### src/rtl/csr_trap_ctrl.sv
// Trap/CSR control stage: executes CSRRW/CSRRS/CSRRC, ECALL and MRET.
// It drives per-CSR write pulses to the machine-mode CSR file and returns a registered response.
module csr_trap_ctrl #(
  parameter logic [31:0] ECALL_CAUSE = 32'd11,
  parameter logic [31:0] MSTATUS_RST = 32'h00001800
) (
  input  logic        clk,
  input  logic        rst,
  input  logic        req_valid,
  output logic        req_ready,
  input  logic [2:0]  req_op,
  input  logic [11:0] req_csr_addr,
  input  logic [31:0] req_wdata,
  input  logic [31:0] req_pc,
  input  logic [31:0] csr_mstatus,
  input  logic [31:0] csr_mtvec,
  input  logic [31:0] csr_mepc,
  input  logic [31:0] csr_mcause,
  input  logic [31:0] csr_mvendorid,
  input  logic [31:0] csr_marchid,
  output logic [31:0] din_mstatus,
  output logic [31:0] din_mtvec,
  output logic [31:0] din_mepc,
  output logic [31:0] din_mcause,
  output logic        wen_mstatus,
  output logic        wen_mtvec,
  output logic        wen_mepc,
  output logic        wen_mcause,
  output logic        resp_valid,
  input  logic        resp_ready,
  output logic [31:0] resp_rdata,
  output logic        resp_redirect,
  output logic [31:0] resp_npc,
  output logic        resp_illegal
);

  typedef enum logic [1:0] {IDLE, EXEC, RESP} state_t;

  localparam logic [2:0] OP_CSRRW = 3'd0;
  localparam logic [2:0] OP_CSRRS = 3'd1;
  localparam logic [2:0] OP_CSRRC = 3'd2;
  localparam logic [2:0] OP_ECALL = 3'd3;
  localparam logic [2:0] OP_MRET  = 3'd4;

  state_t      state_reg, state_next;
  logic [2:0]  op_reg;
  logic [11:0] addr_reg;
  logic [31:0] wdata_reg;
  logic [31:0] pc_reg;

  // sel bit order: mstatus, mtvec, mepc, mcause, mvendorid, marchid
  logic [5:0]  sel;
  logic [31:0] old_val;
  logic [31:0] new_val;
  logic        is_csr_op;
  logic        wr_req;
  logic        illegal;
  logic        do_write;
  logic [31:0] ecall_mstatus;
  logic [31:0] mret_mstatus;
  logic [31:0] rdata_next;
  logic        redirect_next;
  logic [31:0] npc_next;

  // Decode of the latched request against the current CSR values
  always_comb begin
    sel = 6'b0;
    old_val = 32'd0;
    case (addr_reg)
      12'h300: begin sel[0] = 1'b1; old_val = csr_mstatus;   end
      12'h305: begin sel[1] = 1'b1; old_val = csr_mtvec;     end
      12'h341: begin sel[2] = 1'b1; old_val = csr_mepc;      end
      12'h342: begin sel[3] = 1'b1; old_val = csr_mcause;    end
      12'hF11: begin sel[4] = 1'b1; old_val = csr_mvendorid; end
      12'hF12: begin sel[5] = 1'b1; old_val = csr_marchid;   end
      default: begin sel = 6'b0;    old_val = 32'd0;         end
    endcase

    is_csr_op = (op_reg <= OP_CSRRC);
    // CSRRS/CSRRC with a zero mask are pure reads and never write
    wr_req    = (op_reg == OP_CSRRW) || (wdata_reg != 32'd0);
    if (is_csr_op)
      illegal = !(|sel) || ((sel[4] || sel[5]) && wr_req);
    else
      illegal = (op_reg > OP_MRET);
    do_write = is_csr_op && !illegal && wr_req;

    case (op_reg)
      OP_CSRRW: new_val = wdata_reg;
      OP_CSRRS: new_val = old_val | wdata_reg;
      OP_CSRRC: new_val = old_val & ~wdata_reg;
      default:  new_val = old_val;
    endcase

    ecall_mstatus        = csr_mstatus;
    ecall_mstatus[7]     = csr_mstatus[3];
    ecall_mstatus[3]     = 1'b0;
    ecall_mstatus[12:11] = 2'b11;

    mret_mstatus         = csr_mstatus;
    mret_mstatus[3]      = csr_mstatus[7];
    mret_mstatus[7]      = 1'b1;
    mret_mstatus[12:11]  = MSTATUS_RST[12:11];

    rdata_next    = (is_csr_op && !illegal) ? old_val : 32'd0;
    redirect_next = (op_reg == OP_ECALL) || (op_reg == OP_MRET);
    if (op_reg == OP_ECALL)
      npc_next = {csr_mtvec[31:2], 2'b00};
    else if (op_reg == OP_MRET)
      npc_next = csr_mepc;
    else
      npc_next = 32'd0;
  end

  // Write pulses exist only during EXEC; idle data mirrors the CSR file
  always_comb begin
    din_mstatus = csr_mstatus;
    din_mtvec   = csr_mtvec;
    din_mepc    = csr_mepc;
    din_mcause  = csr_mcause;
    wen_mstatus = 1'b0;
    wen_mtvec   = 1'b0;
    wen_mepc    = 1'b0;
    wen_mcause  = 1'b0;
    if (state_reg == EXEC) begin
      if (do_write) begin
        if (sel[0]) begin wen_mstatus = 1'b1; din_mstatus = new_val; end
        if (sel[1]) begin wen_mtvec   = 1'b1; din_mtvec   = new_val; end
        if (sel[2]) begin wen_mepc    = 1'b1; din_mepc    = new_val; end
        if (sel[3]) begin wen_mcause  = 1'b1; din_mcause  = new_val; end
      end else if (op_reg == OP_ECALL) begin
        wen_mstatus = 1'b1;
        din_mstatus = ecall_mstatus;
        wen_mepc    = 1'b1;
        din_mepc    = pc_reg;
        wen_mcause  = 1'b1;
        din_mcause  = ECALL_CAUSE;
      end else if (op_reg == OP_MRET) begin
        wen_mstatus = 1'b1;
        din_mstatus = mret_mstatus;
      end
    end
  end

  always_comb begin
    state_next = state_reg;
    req_ready  = 1'b0;
    resp_valid = 1'b0;
    case (state_reg)
      IDLE: begin
        req_ready = 1'b1;
        if (req_valid) state_next = EXEC;
      end
      EXEC: state_next = RESP;
      RESP: begin
        resp_valid = 1'b1;
        if (resp_ready) state_next = IDLE;
      end
      default: state_next = IDLE;
    endcase
  end

  always_ff @(posedge clk or negedge rst) begin
    if (!rst) begin
      state_reg     <= IDLE;
      op_reg        <= 3'd0;
      addr_reg      <= 12'd0;
      wdata_reg     <= 32'd0;
      pc_reg        <= 32'd0;
      resp_rdata    <= 32'd0;
      resp_redirect <= 1'b0;
      resp_npc      <= 32'd0;
      resp_illegal  <= 1'b0;
    end else begin
      state_reg <= state_next;
      if (state_reg == IDLE && req_valid) begin
        op_reg    <= req_op;
        addr_reg  <= req_csr_addr;
        wdata_reg <= req_wdata;
        pc_reg    <= req_pc;
      end
      if (state_reg == EXEC) begin
        resp_rdata    <= rdata_next;
        resp_redirect <= redirect_next;
        resp_npc      <= npc_next;
        resp_illegal  <= illegal;
      end
    end
  end

endmodule

### config.mk
export PLATFORM = sky130hd
export DESIGN_NAME = csr_trap_ctrl
export DESIGN_NICKNAME = d
export VERILOG_FILES = /design/src/rtl/csr_trap_ctrl.sv
export SDC_FILE = /design/constraint.sdc
export NUM_CORES = 1
export LEC_CHECK = 0
export BUFFER_PORTS_ARGS = -buffer_cell sky130_fd_sc_hd__buf_2
export CORE_AREA = 2 2 185 187
export DETAILED_ROUTE_END_ITERATION = 8
export DIE_AREA = 0 0 187 189
export GPL_TIMING_DRIVEN = 0
export PLACE_DENSITY = 0.58
export SLEW_MARGIN = 20
export SYNTH_ARGS = -nofsm -noshare
export SYNTH_HDL_FRONTEND = slang
export SYNTH_SLANG_ARGS = --single-unit
### constraint.sdc
create_clock -name clk -period 3.1 [get_ports clk]
set_clock_uncertainty 0.2 [all_clocks]
set_input_delay 0.62 -clock clk [delete_from_list [all_inputs] [get_ports clk]]
set_output_delay 0.62 -clock clk [all_outputs]
set_load 0.1 [all_outputs]
Yosys cells after proc, flatten, opt, wreduce, memory -nomap -nowiden
Cells that the tools add are included.

Register bits after elaboration: 147. Input port bits: 275. Output and inout bits: 200. Logic and storage cells: 91.

Order comparisons: 2. Equality and inequality tests: 14. Multiplexer cells: 48. Bitwise operators: 3. Reduce and logical (&&, ||, !) cells: 15.

Operators by type and width (count): $mux W32 (17); $pmux W32 S6 (1); $pmux W32 S3 (1); $eq A12 B10 Y1 const B (4); $and A32 B32 Y32 (1); $not A32 Y32 (1); $or A32 B32 Y32 (1); $reduce_bool A32 Y1 (1); $mux W13 (2); $eq A12 B12 Y1 const B (2); $mux W1 (24); $eq A3 B2 Y1 const B (2); $pmux W2 S3 (1); $reduce_or A6 Y1 (1); $logic_and A1 B1 Y1 (4); $logic_or A1 B1 Y1 (4); $mux W2 (2); $ne A2 B2 Y1 const B (2); $eq A3 B1 Y1 const B (1); $eq A3 B3 Y1 const B (1); $gt A3 B3 Y1 const B (1); $le A3 B2 Y1 const B (1); $logic_not A3 Y1 (1); $eq A2 B1 Y1 const B (1); other kinds (4) (5).

Depth between registers and ports, before layout
Word-level depth: 11. Gate-level depth with buffers: 10. Mapped depth without buffers: 7.

Worst setup path before layout
Ideal clock, no wire load.

Kind: register to output. Start: reg addr_reg[0]. End: out din_mepc[12]. Arrival time: 4050 ps. Setup slack: -1770 ps. Cell stages (with the launch flop): 9. Path through: dfrtp_1 > buf_2 > or4_4 > nor2_4 > buf_6 > o2bb2ai_1 > a22oi_1 > a2bb2oi_1 > a221oi_1.

Cells in the longest elaborated chain, start to end: 11. Elaborated cells between the ends (all ways): 28.

Ends and longest elaborated chain: from (decl) (line 47) `logic [11:0] addr_reg;`; from (signal assigned) (line 178) `addr_reg <= req_csr_addr;`; $eq A12 B10 Y1 or $eq A12 B12 Y1 (tied branches) (line 69) `case (addr_reg)`; $mux W1 (line 69); $reduce_or A6 Y1 or $logic_or A1 B1 Y1 (tied branches) (line 83) `illegal = !(|sel) || ((sel[4] || sel[5]) && wr_req);`; $logic_not A1 Y1 or $logic_and A1 B1 Y1 (tied branches) (line 83); $logic_or A1 B1 Y1 (line 83); $mux W1 (line 82) `if (is_csr_op)`; $logic_not A1 Y1 (line 86) `do_write = is_csr_op && !illegal && wr_req;`; $logic_and A1 B1 Y1 (2 in a row) (line 86); $mux W32 (*) (line 126) `if (do_write) begin`; $mux W32 (*) (line 125) `if (state_reg == EXEC) begin`; to (decl) (line 23) `output logic [31:0] din_mepc,`.

Every way passes the cells marked *; elsewhere a longest branch is shown, timed or not.

Worst setup path in the final report
Start: reg addr_reg[2]. End: out din_mepc[24].

Same word-level chain as after synthesis.

==> summary.md <==
| Metric | Value |
|---|---|
| Outcome | complete, but fails checks |
| Failing checks | negative setup slack |
| Area overhead of the layout relative to synthesis | 115% |
| Avg WL per Cell | 31.4 um |
| Met3 capacity usage during global routing | roughly a tenth |
| CTS tree | built |
| Post-synthesis instance area | approximately 10000 sq um |
| Non-Filler Instances | between 2000 and 2500 |
| Arrival time reported for the critical path endpoint | between 3 and 4 ns |
| Category of the worst setup path launch point | register |
| Max_slew headroom | ~30% |
| Max Slew Vio Count | 0 |
| Number of antenna violations at the first check in global routing | 9 |
| DR vias | around 14000 |
| Number of cells produced by synthesis | 1227 |
| Final wirelength | 75.4 mm |
| Total of warnings raised by yosys | 0 |
| Sequential cell area fraction in the yosys report | 35.3% |
| Later-pin clock latency in the skew report | 0.45 ns |
| Most heavily used metal layer in global routing | met2 |
| Seq. cell area | ~3700 sq um |
| Number of global-route vias before repair | 14800 |
| Final GP Congestion | 0.981 |
| Setup TNS after final layout | -85.86 ns |
| GR Overflow Total | 0 |
| Die Height | 189 um |
| Average cell area after synthesis | 8.50 sq um |
| Distinct cell type count after synthesis | 69 |
| Area of all placed cells without fillers | 22400 sq um |
| Final worst setup slack | -0.774 ns |
| Final count of negative-setup-slack endpoints | 132 |
| IO buf count | roughly 470 |
| Nature of the critical path endpoint | output port |
| # placed instances | between 2000 and 2500 |
| Horizontal die dimension | 187 um |
| Path type of the worst setup path | reg2out |
| Number of flops mapped to enable cells by yosys | 0 |
| Depth of the CTS H-tree | 4 |
| Critical-path top delay cell | sky130_fd_sc_hd__or4b_4 |
| Top FF cell, synth | sky130_fd_sc_hd__dfrtp_1 |
| Worst Tran Pin Value | 1.04 ns |
| Maximum capacitance violations | 0 |
| Setup repair after global routing missed its margin | yes |
| CTS buffer count | 17 |
| Required time of the critical path | ~2.3 ns |
| CTS clock-pin slew for the worst setup and hold paths | 0.07 ns |
| Power density over the cells | 926 nW/um^2 |
| GRT Overall Usage | around two fifths |
| Met2 global-route usage | 68.8% |
| Final HPWL DP | 56.1 mm |
| Cell Chain, Critical Path | buf_6, or4b_4, nor2_4, o2bb2ai_4, a222oi_1, buf_4, a2bb2oi_4, a221oi_4, buf_12 |
| Number of buffers and inverters on the critical path | 3 |
| Post-layout net count | 2209 |
| Final core utilization | between 60 and 70% |
| Count of pins on the block boundary | 475 |
| Largest buffer count on any clock path | 2 |
| Multi-input combinational cell area | 9490 sq um |
| Final critical-path share of the clock period | 125% |
| Met1 Use GR | 47.8% |
| Ys async rst share | 100% |
| CTS sink cnt | between 100 and 150 |
| Core Region | 33300 sq um |
| Starting DRC count in detailed routing | 1396 |
| Post-synthesis sequential element count | about 150 |
| Critical Path Fanout Max | 7 |
| Number of DRC violations after detailed routing | 0 |
| Die outline area | ~35000 sq um |
| 1st-pass router iterations | 6 |
| Final min period | a little under 4 ns |
| Largest delay contributor family on the critical path | simple AND/OR/NAND/NOR gates |
| Root buffer cell | sky130_fd_sc_hd__clkbuf_16 |
| Number of standard-cell rows in the floorplan | 67 |
| Static leakage | 9.65 nW |
| Filler cell count in the final layout | roughly 2600 |
| Final hold vios | 0 |
| Remaining number of nets flagged by the antenna check after routing | 0 |
| Share of post-route cells with drive strength above 1 | 66.0% |
| Top achievable clock speed | 258 MHz |
| Cell area after placement | 15700 sq um |
| Global-route wire length before repair | 103 mm |
| Peak per-stage delay on the critical path | 0.62 ns |
| Number of nets produced by synthesis | between 1500 and 2000 |
| Type of the worst min-delay path | in2reg |
| Max rail drop VDD | 1.25 mV |
| Initial core utilization | 31.3% |
| Via-to-Cell Ratio | 6.03 |
| Maximum number of pins on one net before global-route repair | 81 |
## cell usage after synthesis (all sizes together) (2+ instances only)
| cell type | instances | area, sq um |
|---|---|---|
| nand2 | 222 | 833 |
| dfrtp | 147 | 3680 |
| o21ai | 132 | 792 |
| nor2 | 115 | 439 |
| mux2 | 78 | 878 |
| clkbuf | 70 | 269 |
| a22oi | 54 | 405 |
| a21oi | 53 | 265 |
| buf | 42 | 282 |
| a221oi | 38 | 352 |
| o2bb2ai | 36 | 315 |
| o21a | 34 | 255 |
| a2bb2oi | 32 | 299 |
| a22o | 20 | 175 |
| o22ai | 20 | 125 |
| nand3 | 15 | 75.1 |
| a211oi | 11 | 82.6 |
| a222oi | 11 | 110 |
| and3b | 10 | 87.6 |
| nor4 | 9 | 62.6 |
| o211ai | 9 | 67.6 |
| mux2i | 6 | 60.1 |
| nor3 | 6 | 46.3 |
| and2 | 5 | 31.3 |
| inv | 5 | 18.8 |
| a31oi | 4 | 25.0 |
| nand2b | 4 | 25.0 |
| nor2b | 4 | 25.0 |
| a21o | 2 | 15.0 |
| a32oi | 2 | 17.5 |
| and3 | 2 | 12.5 |
| and4b | 2 | 20.0 |
| nand4b | 2 | 17.5 |
| nor4b | 2 | 38.8 |
| nor4bb | 2 | 20.0 |
| o311ai | 2 | 32.5 |
| o31a | 2 | 18.8 |
| o31ai | 2 | 28.8 |
| or2 | 2 | 15.0 |
| or3 | 2 | 12.5 |
| or4 | 2 | 18.8 |
## worst paths after layout
kind	startpoint	endpoint	slack (ns)	depth (start not counted)
setup reg to reg	state_reg[1]	pc_reg[2]	0.10	5
max in group asynchronous	rst	op_reg[0]	1.35	3
hold / removal	resp_ready	state_reg[1]	0.16	2
min in group asynchronous	rst	resp_npc[0]	0.50	2
setup / recovery	addr_reg[2]	din_mepc[24]	-0.77	9
hold reg to reg	resp_illegal	resp_illegal	0.28	2
## power by group
group	leakage, nW	total, W	internal [W]	switching [W]
logic	7.59	0.0150	0.00542	0.00961
clock network	0.276	0.00215	0.00120	0.000951
registers	1.79	0.00358	0.00271	0.000872
## per-layer routing
| layer | wire length [um] | share of wire (%) |
|---|---|---|
| met1 | 27700 | 37 |
| met2 | 35600 | 47 |
| met3 | 7150 | 9.5 |
| met4 | 4800 | 6.4 |
| met5 | 63 | 0.084 |
## worst register-to-register path, delay by kind of cell (launching register included)
kind                   cells  cell delay [ns]
and+or+nand+nor            2             0.25
DFF                        1             0.42
muxes                      1             0.43
buffers and inverters      2             1.58
## layout by cell type, fill, tap and decap left out, types with 10 or more instances in the layout
cell type and n:
sky130_fd_sc_hd__buf_2 344, sky130_fd_sc_hd__buf_12 183, sky130_fd_sc_hd__nand2_1 167, sky130_fd_sc_hd__dfrtp_1 134
sky130_fd_sc_hd__buf_4 119, sky130_fd_sc_hd__nor2_1 97, sky130_fd_sc_hd__o21ai_4 93, sky130_fd_sc_hd__mux2_2 78
sky130_fd_sc_hd__buf_6 65, sky130_fd_sc_hd__o21a_1 33, sky130_fd_sc_hd__a2bb2oi_4 31, sky130_fd_sc_hd__a22oi_1 30
sky130_fd_sc_hd__nand2_4 30, sky130_fd_sc_hd__o21ai_2 30, sky130_fd_sc_hd__a221oi_1 30, sky130_fd_sc_hd__clkbuf_1 29
sky130_fd_sc_hd__clkbuf_16 29, sky130_fd_sc_hd__nand2_2 25, sky130_fd_sc_hd__a22oi_2 24, sky130_fd_sc_hd__a21oi_4 23
sky130_fd_sc_hd__a21oi_1 22, sky130_fd_sc_hd__o2bb2ai_2 20, sky130_fd_sc_hd__nand3_1 15, sky130_fd_sc_hd__a22o_1 14
sky130_fd_sc_hd__o2bb2ai_1 13, sky130_fd_sc_hd__dfrtp_2 13, sky130_fd_sc_hd__nor2_4 12, sky130_fd_sc_hd__clkbuf_2 12
sky130_fd_sc_hd__a211oi_4 11, sky130_fd_sc_hd__a222oi_1 11, sky130_fd_sc_hd__buf_8 10, sky130_fd_sc_hd__and3b_1 10
## kinds of logic after synthesis
group                  Yosys count  synth area share [%]
DFF                            147                  35.3
and+or+nand+nor                410                  17.4
AOI/OAI and AO/OA              468                  32.8
muxes                           84                  9.00
buffers and inverters          118                  5.50
## cell type report
type / count / area share, %
Buffer: 103 / 4.82
Tap cell: 448 / 2.50
Sequential cell: 147 / 16.5
Multi-Input combinational cell: 962 / 42.3
Clock inverter: 13 / 0.675
Inverter: 6 / 0.173
Antenna cell: 4 / 0.0446
Clock buffer: 18 / 1.91
Timing Repair Buffer: 697 / 31.1
## metrics by stage
stage	worst slack [ns]	total power [W]	hold WS [ns]
final	-0.774	0.0208	0.162
after global routing	-0.797	0.0213	0.173
after CTS	-0.762	0.0197	0.159
after detailed placement	-1.17	0.0147	0.263
after global placement	-1.42	0.0145	0.252
after floorplan	-0.388	0.0118	0.124
## repair_timing
| action | 4_1_cts | 5_1_grt |
|---|---|---|
| gates cloned | 14 | 8 |
| setup endpoints to repair | 132 | 132 |
| buffers inserted | 152 | 61 |
| pin swaps | 134 | 91 |
| hold buffers | 1 | 0 |
| endpoints found under the hold margin | 67 | 0 |
| gates resized for setup | 844 | 154 |
Power figures use the tool's default switching activity.
